[config.mk]
export PLATFORM = sky130hd
export DESIGN_NAME = minigame_sequencer
export DESIGN_NICKNAME = d
export VERILOG_FILES = /design/src/rtl/minigame_pkg.sv /design/src/rtl/tick_prescaler.sv /design/src/rtl/minigame_sequencer.sv
export SDC_FILE = /design/constraint.sdc
export NUM_CORES = 1
export LEC_CHECK = 0
export ABC_AREA = 1
export CORE_UTILIZATION = 45
export DETAILED_ROUTE_END_ITERATION = 7
export GPL_TIMING_DRIVEN = 0
export SYNTH_ARGS = -nofsm -noshare
export SYNTH_HDL_FRONTEND = slang
export SYNTH_SLANG_ARGS = --single-unit
[constraint.sdc]
create_clock -name MCLK -period 1.96 [get_ports MCLK]
set_input_delay 0.294 -clock MCLK [delete_from_list [all_inputs] [get_ports MCLK]]
set_output_delay 0.294 -clock MCLK [all_outputs]
set_load 0.005 [all_outputs]
[src/rtl/minigame_pkg.sv]
// Shared types for the minigame sequencer: FSM state encoding and BCD digit width.
package minigame_pkg;

    localparam int STATE_W = 3;
    localparam int DIGIT_W = 4;

    typedef logic [DIGIT_W-1:0] digit_t;

    typedef enum logic [STATE_W-1:0] {
        IDLE   = 3'd0,
        ARM    = 3'd1,
        PLAY   = 3'd2,
        JUDGE  = 3'd3,
        FINISH = 3'd4
    } state_t;

endpackage

[src/rtl/tick_prescaler.sv]
// Divides MCLK down to a one-cycle game tick; counts only while run is high.
module tick_prescaler #(
    parameter int TICK_DIV = 50000000
) (
    input  logic MCLK,
    input  logic RESET,
    input  logic clear,
    input  logic run,
    output logic tick
);

    localparam int CNT_W = $clog2(TICK_DIV);
    localparam logic [CNT_W-1:0] LAST = CNT_W'(TICK_DIV - 1);

    logic [CNT_W-1:0] count;

    assign tick = run && (count == LAST);

    // NOTE: sequential state uses <= so every flop samples pre-edge values.
    always_ff @(posedge MCLK) begin
        if (RESET || clear) begin
            count <= '0;
        end else if (run) begin
            count <= tick ? '0 : count + CNT_W'(1);
        end
    end

endmodule

[src/rtl/minigame_sequencer.sv]
// Session sequencer: runs NUM_ROUNDS timed mini-game rounds and tallies successes.
module minigame_sequencer
    import minigame_pkg::*;
#(
    parameter int TICK_DIV   = 50000000,
    parameter int TIME_LIMIT = 9,
    parameter int NUM_ROUNDS = 5
) (
    input  logic               MCLK,
    input  logic               RESET,
    input  logic               start,
    input  logic               game_done,
    output logic               game_enable,
    output logic               busy,
    output logic [DIGIT_W-1:0] round_bcd,
    output logic [DIGIT_W-1:0] score_bcd,
    output logic [DIGIT_W-1:0] timer_bcd,
    output logic               result_valid,
    output logic               all_clear
);

    localparam digit_t TIME_DIGIT   = digit_t'(TIME_LIMIT);
    localparam digit_t ROUNDS_DIGIT = digit_t'(NUM_ROUNDS);

    state_t state, state_next;
    digit_t round, score, timer;
    logic   win;
    logic   tick;

    tick_prescaler #(
        .TICK_DIV(TICK_DIV)
    ) u_prescaler (
        .MCLK (MCLK),
        .RESET(RESET),
        .clear(state == ARM),
        .run  (state == PLAY),
        .tick (tick)
    );

    // NOTE: defaults first so no path through the case leaves a latch behind.
    always_comb begin
        state_next = state;
        unique case (state)
            IDLE:    if (start) state_next = ARM;
            ARM:     state_next = PLAY;
            PLAY:    if (game_done || (tick && timer == '0)) state_next = JUDGE;
            JUDGE:   state_next = (round + digit_t'(1) == ROUNDS_DIGIT) ? FINISH : ARM;
            FINISH:  if (start) state_next = ARM;
            default: state_next = IDLE;
        endcase
    end

    always_ff @(posedge MCLK) begin
        if (RESET) begin
            state        <= IDLE;
            round        <= '0;
            score        <= '0;
            timer        <= '0;
            win          <= 1'b0;
            result_valid <= 1'b0;
        end else begin
            state        <= state_next;
            result_valid <= (state == JUDGE) && (state_next == FINISH);

            // The timer is preloaded on the way into ARM so ARM already shows a full round.
            if (state_next == ARM || state == ARM) begin
                timer <= TIME_DIGIT;
            end else if (state == PLAY && tick && timer != '0) begin
                timer <= timer - digit_t'(1);
            end

            unique case (state)
                IDLE, FINISH: begin
                    if (start) begin
                        round <= '0;
                        score <= '0;
                    end
                end
                PLAY:  win <= game_done;
                JUDGE: begin
                    round <= round + digit_t'(1);
                    if (win) score <= score + digit_t'(1);
                end
                default: ;
            endcase
        end
    end

    assign game_enable = (state == PLAY);
    assign busy        = (state == ARM) || (state == PLAY) || (state == JUDGE);
    assign round_bcd   = round;
    assign score_bcd   = score;
    assign timer_bcd   = busy ? timer : '0;
    assign all_clear   = (state == FINISH) && (score == ROUNDS_DIGIT);

endmodule
==> results of run 1 <==
-- worst max-delay path: stages (launching register included) --
cell and delay [ns]:
dfxtp_2 0.35, inv_2 0.09, nand2_1 0.08, nor2_2 0.15, buf_4 0.14, clkdlybuf4s50_1 0.49
-- cells by family (layout without fill, tap and decap cells) --
| logic type | count (synthesis) | in the layout | synth area share [%] |
|---|---|---|---|
| buffers and inverters | 56 | 85 | 8.91 |
| and+or+nand+nor | 229 | 229 | 41.6 |
| AOI/OAI and AO/OA | 38 | 38 | 8.56 |
| adders and majority gates | 6 | 6 | 3.06 |
| xor gates and xnor gates | 8 | 8 | 2.85 |
| DFF | 43 | 43 | 35.0 |
-- worst max-delay path by stage --
stage	to	slack (ns)	cells past startpoint
after global placement	game_enable	0.15	5
after detailed placement	u_prescaler.count[24]$_SDFFE_PP0P_	0.12	8
after CTS	all_clear	0.004	5
after floorplan	u_prescaler.count[13]$_SDFFE_PP0P_	0.36	11
final	game_enable	0.08	5
after global routing	timer_bcd[0]	0.002	5
-- through the flow --
stage          area (um2)  power [mW]  worst slack (ns)  utilization, %
5_1_grt              2880        1.80           0.00168            55.7
3_3_place_gp         2730        1.10             0.152            52.9
4_1_cts              2850        1.74           0.00352            55.1
6_report             2880        1.71            0.0759            55.7
3_5_place_dp         2730        1.10             0.122            52.9
2_1_floorplan        2460        1.04             0.364               -
-- flip-flops by register name, summed over array words and instances (netlist names) --
| name | flops |
|---|---|
| result_valid | 1 |
| round_bcd | 4 |
| score_bcd | 4 |
| state | 3 |
| timer | 4 |
| u_prescaler.count | 26 |
| win | 1 |
-- layer usage --
metal / up-vias / wire length (um) / GRT usage, %
li1: 1252 / - / -
met1: 1053 / 3030 / 32.9
met2: 34 / 2320 / 30.4
met3: 6 / 216 / 3.97
met4: 0 / 61 / 6.17
met5: - / 0 / 0
-- cell usage in the layout, fill, tap and decap left out, drive strengths merged, types with 9 or more instances in the layout --
master and n:
nand2 104, dfxtp 43, nor2 74, nand3 25, a21oi 25, clkdlybuf4s50 17
inv 52, nor3 10, clkbuf 10, nand4 9
-- report_power, final --
group          switching [mW]  internal (mW)  leakage (nW)
registers              0.0143          0.887         0.350
logic                   0.120         0.0669         0.787
clock network           0.304          0.322        0.0515
total                   0.439           1.28          1.19
-- timing repair --
action	in CTS	in global routing
hold buffers	0	0
resized for setup	5	10
buffers inserted	1	1
pin swaps	0	1
endpoints found under the setup margin	6	8
-- area by class of cell --
cell class / instances / area share (%)
multi-input combinational: 281 / 48.3
sequential: 43 / 30.2
timing repair buffer: 21 / 7.29
inverter: 52 / 6.77
clock buffer: 8 / 3.47
tap: 70 / 3.04
buffer: 4 / 0.912
==> summary.md, run 1 <==
| Metric | Value |
|---|---|
| RSZ-0062 raised after global routing | no |
| Final setup fails | 0 |
| Worst Path Max Fanout | 4 |
| Leakage | 1.19 nW |
| Vias | 2345 |
| Status | finished, final reports clean |
| Initial antenna violation count | 0 |
| Total core area | 0.00517 mm2 |
| Total congestion overflow | 0 |
| Half-perimeter wire length after placement | 4360 um |
| Yosys warning count | 0 |
| Worst-margin pin slew | 0.502 ns |
| NumNets Final | 418 |
| Yosys top cell by area | dfxtp_1 |
| Clk_skew | 0.00536 ns |
| Cell Pwr Density | 595 mW/mm2 |
| CTS Buf Count | 5 |
| Ant. Diodes | 0 |
| Max-cap viol count | 0 |
| Hold path startpoint | win$_SDFFE_PP0P_ |
| Routed WL | 5630 um |
| Ys async rst share | 0% |
| Total GRT Usage | 21.5% |
| WHS Endpoint | win$_SDFFE_PP0P_ |
| CP arrival | 1.59 ns |
| Layout cell share with drive strength beyond 1 | 9.78% |
| TritonCTS clock tree | yes |
| Final non-filler cell total | 479 |
| Pins Over Slew Limit | 0 |
| WS Path Type | flop to primary output |
| R2r worst-path depth | 8 |
| Routed len/inst | 11.8 um |
| Fin crit share | 96.1% |
| Vias in the first global route | 2019 |
| Setup TNS | 0 ns |
| Routed vias/inst | 4.90 |
| Mean Syn Cell Area | 6.46 um2 |
| Prevailing post-synth register cell | dfxtp_1 |
| Port Buf Inserts | 19 |
| Clock sink count | 43 |
| #FFs+latches synth | 43 |
| Die height | 75.9 um |
| Inst Count DP | 469 |
| Antenna Nets Post-Route | 0 |
| Multi-input logic area | 0.00139 mm2 |
| Hold Vio Cnt, Final | 0 |
| Crit path required time | 1.67 ns |
| Die footprint | 0.00576 mm2 |
| 1st-iter DRT viols | 134 |
| Number of synthesized flops with an enable pin | 0 |
| Clock Latency Late Sink | 0.29 ns |
| Commonest cells post-synth | nand2_1, nor2_1, inv_1 |
| Post-Syn Area | 0.00246 mm2 |
| Max frequency | 0.531 GHz |
| Die W | 75.9 um |
| HP Class | flop to flop |
| Rows | 26 |
| Critical path origin | state[2]$_SDFF_PP0_ |
| Longest Clk Path Bufs | 2 |
| Drt pass-1 iters | 4 |
| Gp weighted congestion | 0.826 |
| Rel. slew slack | 66.5% |
| Worst setup EP type | primary output |
| VDD IR-drop max | 0.528 mV |
| Htree depth | 2 |
| Clk slew on worst S/H paths | 0.08 ns |
| R2r startpoint | u_prescaler.count[1]$_SDFFE_PP0P_ |
| Largest net degree at the start of global routing | 13 |
| Worst r2r dst | u_prescaler.count[24]$_SDFFE_PP0P_ |
| Yosys cell types | 35 |
| # fillers | 536 |
| Global-route wire length before repair | 9290 um |
| Io pins | 20 |
| Register area share after synthesis | 35.0% |
| R2r setup slk | 0.18 ns |
| Hold_ws | 0.474 ns |
| Hold path depth | 2 |
| Root Buffer | clkbuf_8 |
| DRC | 0 |
| Post-route minimum period | 1.88 ns |
| Synth area leaders | dfxtp_1, nand2_1, nor2_1 |
| Syn-to-layout area delta | 17.3% |
| Cell count after synthesis | 380 |
| CP startpoint kind | flop |
| Syn_nets | 390 |
| Initial Utilization | 47.5% |
| Yosys top cell area share | 35.0% |
| FF+latch area | 871 um2 |
| Count leader, synth | nand2_1 |
Power figures use the tool's default switching activity.
==> run 2: changes to the inputs <==
CORE_UTILIZATION = 58   (was 45)
CTS_BUF_LIST = sky130_fd_sc_hd__clkbuf_8 sky130_fd_sc_hd__clkbuf_16   (was default)
PLACE_DENSITY = 0.8   (was default)
==> run 2 against run 1 <==
Net effect: non-clock buffer count increased by 1; sequential share of layout area rose by 0.092 points; hold slack better by 0.0074 ns; clock power rose by 6.1%; combinational power up 2%; fmax is 1.1% lower; largest cell class unchanged.
==> summary.md, run 2 (synthesis gave the netlist of run 1 again) <==
| Metric | Value |
|---|---|
| Longest Clk Path Bufs | 2 (unchanged) |
| # hold bufs at CTS | 0 (unchanged) |
| Total GRT Usage | 26.6% (+5.1 points) |
| Reg power frac | 51.3% (-1.3 points) |
| Pins Over Slew Limit | 0 (unchanged) |
| Critical path origin | state[2]$_SDFF_PP0_ |
| Reg with most FFs | u_prescaler.count |
| Commonest non-fill, non-tap cells in the layout | nand2_1, nor2_1, inv_1, dfxtp_1, a21oi_1 |
| Vias in the first global route | 2013 (-0.30%) |
| R2r worst-path depth | 8 (unchanged) |
| Io pins | 20 (unchanged) |
| Comb pwr share | 10.9% (about the same) |
| Total core area | 0.00403 mm2 (-22%) |
| Worst-margin pin slew | 0.490 ns (-0.0123 ns) |
| Clk_skew | 0.00917 ns (+0.00381 ns) |
| Root Buffer | clkbuf_8 |
| Max-cap viol count | 0 (unchanged) |
| Half-perimeter wire length after placement | 4130 um (-5.4%) |
| R2r setup slk | 0.19 ns (about the same) |
| Die footprint | 0.00450 mm2 (-22%) |
| HP Class | flop to flop |
| Hold Vio Cnt, Final | 0 (unchanged) |
| Overall Power | 1.76 mW (+2.5%) |
| Total congestion overflow | 0 (unchanged) |
| DRC | 0 (unchanged) |
| VDD IR-drop max | 0.447 mV (-15%) |
| Final setup fails | 0 (unchanged) |
| Leakage | 1.23 nW (+3.8%) |
| Rows | 23 (-12%) |
| Max frequency | 0.525 GHz (-1.1%) |
| Vias | 2384 (+1.7%) |
| CP arrival | 1.61 ns (+0.02 ns) |
| Status | finished, final reports clean |
| Setup TNS | 0 ns (unchanged) |
| Rel. slew slack | 67.3% (+0.82 points) |
| Port Buf Inserts | 19 (unchanged) |
| TritonCTS clock tree | yes |
| Leading cell type in the layout, fill and taps excluded | nand2_1 |
| WS Path Type | flop to primary output |
| Layout cell share with drive strength beyond 1 | 9.29% (-0.49 points) |
| Worst Path Max Fanout | 10 (+6) |
| End of the critical path | game_enable |
| Clk slew on worst S/H paths | 0.08 ns (about the same) |
| Clock share of power | 37.8% (+1.3 points) |
| Largest stage delay, worst path | 0.50 ns (about the same) |
| Initial Utilization | 61.0% (+13 points) |
| # fillers | 341 (-36%) |
| Post-route cell area | 0.00287 mm2 (-0.30%) |
| R2r startpoint | u_prescaler.count[1]$_SDFFE_PP0P_ |
| Crit path required time | 1.67 ns (about the same) |
| 1st-iter DRT viols | 193 (+44%) |
| Crit-path slowest cell | clkdlybuf4s50_1 |
| NumNets Final | 419 (+0.24%) |
| Largest net degree at the start of global routing | 13 (unchanged) |
| CP startpoint kind | flop |
| Area after DPL | 0.00271 mm2 (-0.92%) |
| Clock Latency Late Sink | 0.30 ns (about the same) |
| Initial antenna violation count | 0 (unchanged) |
| Die height | 67.1 um (-12%) |
| Htree depth | 2 (unchanged) |
| Fin crit share | 97.2% (+1.0 points) |
| Syn-to-layout area delta | 17.0% |
| Cell Pwr Density | 612 mW/mm2 (+2.8%) |
| Cell Chain, Critical Path | inv_2, nand2_1, nor2_4, buf_6, clkdlybuf4s50_1 |
| Max reg flops | 26 (unchanged) |
| Routed len/inst | 11.7 um (-0.26%) |
| Routed WL | 5380 um (-4.4%) |
| Ant. Diodes | 0 (unchanged) |
| Global-route wire length before repair | 8980 um (-3.3%) |
| Clock sink count | 43 (unchanged) |
| Post-route minimum period | 1.90 ns (+0.0204 ns) |
| Gp weighted congestion | 0.852 (+3.2%) |
| CTS Buf Count | 5 (unchanged) |
| Die W | 67.1 um (-12%) |
| Internal power | 1.33 mW (+3.9%) |
| Worst r2r dst | u_prescaler.count[24]$_SDFFE_PP0P_ |
| NetSw | 0.432 mW (-1.5%) |
| Routed vias/inst | 5.19 (+6.1%) |
| Switching Share | 24.6% (-1.0 points) |
| RSZ-0062 raised after global routing | no |
| Antenna Nets Post-Route | 0 (unchanged) |
| Drt pass-1 iters | 4 (unchanged) |
| Worst setup EP type | primary output |
| Layout Utilization | 71.3% (+16 points) |
==> run 2: cell count changes in the layout (fill, tap and decap cells not counted), sizes merged <==
cell	change
bufinv	+1
clkbuf	-3
dlymetal6s2s	+2
buf	+1
inv	+1
clkdlybuf4s50	-2
==> run 2: through the flow <==
step                setup slack [ns]  std cells  hold slack, ns
finish                        0.0555        459           0.482
global route                0.000725        459           0.500
CTS                          0.00895        456           0.482
detailed placement             0.127        449           0.475
global placement               0.169        449           0.454
floorplan                      0.364        380           0.363
==> run 2: cell type report <==
cell class	count	area [um2]	share of cell area, %
plain buffers	4	30.0	1.05
clock buffers	5	68.8	2.40
clock inverters	2	33.8	1.18
inverters	52	195	6.79
multi-input cells	281	1390	48.3
flip-flops and latches	43	871	30.3
well taps	50	62.6	2.18
repair buffers	22	223	7.75
==> run 2: how the worst min path moves through the flow <==
stage                               from  cells after the start  slack [ns]                         to
2_1_floorplan                      RESET                      1        0.36      timer[0]$_SDFFE_PP0P_
3_3_place_gp            win$_SDFFE_PP0P_                      2        0.45           win$_SDFFE_PP0P_
3_5_place_dp            win$_SDFFE_PP0P_                      2        0.47           win$_SDFFE_PP0P_
4_1_cts        score_bcd[0]$_SDFFE_PP0P_                      1        0.48  score_bcd[0]$_SDFFE_PP0P_
5_1_grt                 win$_SDFFE_PP0P_                      2        0.50           win$_SDFFE_PP0P_
6_report       score_bcd[0]$_SDFFE_PP0P_                      1        0.48  score_bcd[0]$_SDFFE_PP0P_
==> run 2: critical path, delay by kind of cell (launching register included) <==
family | cells | cell delay, ns
flops | 1 | 0.34
simple gates | 2 | 0.24
buf+inv | 3 | 0.72
==> run 2: power groups by stage <==
stage,logic (mW),registers (mW),clock network [mW]
after CTS,0.185,0.902,0.671
after global placement,0.176,0.920,0
after global routing,0.213,0.905,0.703
after floorplan,0.118,0.918,0
after detailed placement,0.179,0.921,0
final,0.191,0.903,0.664
==> run 2: routing by layer <==
metal	vias to the layer above	global-route usage [%]	part of all wire, %
li1	1257	-	-
met1	1072	38.9	51
met2	50	37.9	43
met3	5	5.14	5.6
met4	0	9.57	0.78
met5	-	0	0
==> run 2: repair_timing <==
item / 4_1_cts / 5_1_grt
setup buffers: 0 / 3
gates resized for setup: 8 / 9
setup endpoints to repair: 6 / 6
pin swaps: 0 / 2
==> run 3: changes to the inputs <==
CORE_UTILIZATION = 35   (was 58)
PLACE_DENSITY = default   (was 0.8)
==> run 3 against run 2 <==
Net effect: design area grew 2.3%; via count is 3.2% lower; fmax increased by 2.2%; sequential cell count stayed put; combinational power about the same; first-iteration DRC count decreased by 35%; worst setup slack gained 0.041 ns; clock skew is essentially flat.
==> summary.md, run 3 (synthesis gave the netlist of run 1 again) <==
| Metric | Value |
|---|---|
| Layout cell share with drive strength beyond 1 | 9.27% (-0.023 points) |
| Total congestion overflow | 0 (unchanged) |
| Final non-filler cell total | 506 (+10%) |
| Clk_skew | 0.00944 ns (+0.000272 ns) |
| Half-perimeter wire length after placement | 4150 um (+0.48%) |
| Clk slew on worst S/H paths | 0.08 ns (about the same) |
| Fin crit share | 95.1% (-2.1 points) |
| Overall Power | 1.82 mW (+3.7%) |
| Max-cap viol count | 0 (unchanged) |
| # fillers | 714 (+110%) |
| CTS Buf Count | 5 (unchanged) |
| Largest stage delay, worst path | 0.50 ns (about the same) |
| Post-route minimum period | 1.86 ns (-0.0410 ns) |
| Cell Pwr Density | 620 mW/mm2 (+1.4%) |
| WS Path Type | flop to primary output |
| Die W | 85.8 um (+28%) |
| Root Buffer | clkbuf_8 |
| Worst Path Max Fanout | 5 (-5) |
| Rows | 30 (+30%) |
| Crit-path slowest cell | clkdlybuf4s50_1 |
| Buf/Inv on CP | 2 (-1) |
| FF+latch area | 870 um2 (-0.14%) |
| NumNets Final | 419 (unchanged) |
| Max frequency | 0.537 GHz (+2.2%) |
| Clock Latency Late Sink | 0.30 ns (about the same) |
| Total GRT Usage | 16.0% (-11 points) |
| Top delay family on crit path | buffers and inverters |
| Routed WL | 5470 um (+1.6%) |
| Global-route wire length before repair | 9340 um (+4.0%) |
| Worst setup EP type | primary output |
| Inst Count DP | 495 (+10%) |
| HP Class | flop to flop |
| Final setup fails | 0 (unchanged) |
| CP startpoint kind | flop |
| Longest Clk Path Bufs | 2 (unchanged) |
| Clock sink count | 43 (unchanged) |
| Vias in the first global route | 2063 (+2.5%) |
| Routed len/inst | 10.8 um (-7.9%) |
| 1st-iter DRT viols | 125 (-35%) |
| Routed vias/inst | 4.56 (-12%) |
| Multi-input logic area | 0.00139 mm2 (-0.18%) |
| Initial Utilization | 36.2% (-25 points) |
| Initial antenna violation count | 0 (unchanged) |
| Rel. slew slack | 67.2% (-0.084 points) |
| Leading cell type in the layout, fill and taps excluded | nand2_1 |
| Die footprint | 0.00736 mm2 (+64%) |
| Cell Chain, Critical Path | nor2_1, nor2_1, inv_1, nor2_1, clkdlybuf4s50_1 |
| Reg with most FFs | u_prescaler.count |
| Worst-margin pin slew | 0.491 ns (+0.00126 ns) |
| Crit path required time | 1.67 ns (about the same) |
| Io pins | 20 (unchanged) |
| Leakage | 1.22 nW (-0.99%) |
| Drt pass-1 iters | 5 (+1) |
| Pins Over Slew Limit | 0 (unchanged) |
| Total core area | 0.00679 mm2 (+69%) |
| Setup TNS | 0 ns (unchanged) |
| Commonest non-fill, non-tap cells in the layout | nand2_1, nor2_1, inv_1, dfxtp_1, a21oi_1 |
| Port Buf Inserts | 19 (unchanged) |
| Largest net degree at the start of global routing | 14 (+1) |
| Vias | 2307 (-3.2%) |
| Hold Vio Cnt, Final | 0 (unchanged) |
| Die height | 85.8 um (+28%) |
| Antenna Nets Post-Route | 0 (unchanged) |
| CP arrival | 1.57 ns (-0.04 ns) |
| Gp weighted congestion | 0.850 (-0.29%) |
| TritonCTS clock tree | yes |
| Syn-to-layout area delta | 19.6% |
| Critical Path Most Common Cell | nor2_1 |
| Status | finished, final reports clean |
| Htree depth | 2 (unchanged) |
| Max reg flops | 26 (unchanged) |
| DRC | 0 (unchanged) |
| RSZ-0062 raised after global routing | no |
| Ant. Diodes | 0 (unchanged) |
| # hold bufs at CTS | 0 (unchanged) |
| VDD IR-drop max | 0.278 mV (-38%) |
-- run 3: through the flow --
| stage | setup slack [ns] | hold WS [ns] | util, % | area [um2] |
|---|---|---|---|---|
| after floorplan | 0.364 | 0.363 | - | 2460 |
| after global placement | 0.119 | 0.455 | 40.7 | 2770 |
| after detailed placement | 0.135 | 0.461 | 40.7 | 2770 |
| after CTS | 0.0197 | 0.475 | 42.7 | 2900 |
| after global routing | 0.00608 | 0.509 | 43.2 | 2940 |
| final | 0.0964 | 0.471 | 43.2 | 2940 |
-- run 3: final timing paths --
check,start,endpoint,slack [ns],cells after the start
setup reg to reg,u_prescaler.count[1]$_SDFFE_PP0P_,u_prescaler.count[24]$_SDFFE_PP0P_,0.15,8
setup / recovery,state[1]$_SDFF_PP0_,timer_bcd[2],0.1,5
hold / removal,win$_SDFFE_PP0P_,win$_SDFFE_PP0P_,0.47,2
hold reg to reg,win$_SDFFE_PP0P_,win$_SDFFE_PP0P_,0.47,2
-- run 3: area by class of cell --
| class | count | share of cell area (%) |
|---|---|---|
| repair buffers | 22 | 7.45 |
| plain buffers | 4 | 1.02 |
| clock buffers | 6 | 2.81 |
| flip-flops and latches | 43 | 29.6 |
| clock inverters | 2 | 1.19 |
| multi-input cells | 281 | 47.2 |
| well taps | 96 | 4.09 |
| inverters | 52 | 6.64 |
-- run 3: power by group --
group / internal [mW] / switching [mW]
Clock: 0.413 / 0.318
Combinational: 0.0728 / 0.121
Sequential: 0.887 / 0.0107
-- run 3: repair_timing --
action,in CTS,in global routing
hold endpoints to repair,0,0
buffers inserted,0,3
gates resized for setup,9,6
pin swaps,0,2
endpoints found under the setup margin,6,5
-- run 3: layer usage --
| metal | track usage (%) | vias up | part of all wire, % |
|---|---|---|---|
| met5 | 0 | - | 0 |
| met4 | 5.45 | 0 | 0.99 |
| met3 | 2.89 | 4 | 2.9 |
| met2 | 24.6 | 29 | 43 |
| met1 | 22.7 | 1013 | 53 |
| li1 | - | 1261 | - |
-- run 3: tightest hold or removal path, delay by kind of cell (launching register included) --
kind / cells / cell delay, ns
flops: 1 / 0.32
compound gates: 1 / 0.05
simple gates: 1 / 0.06
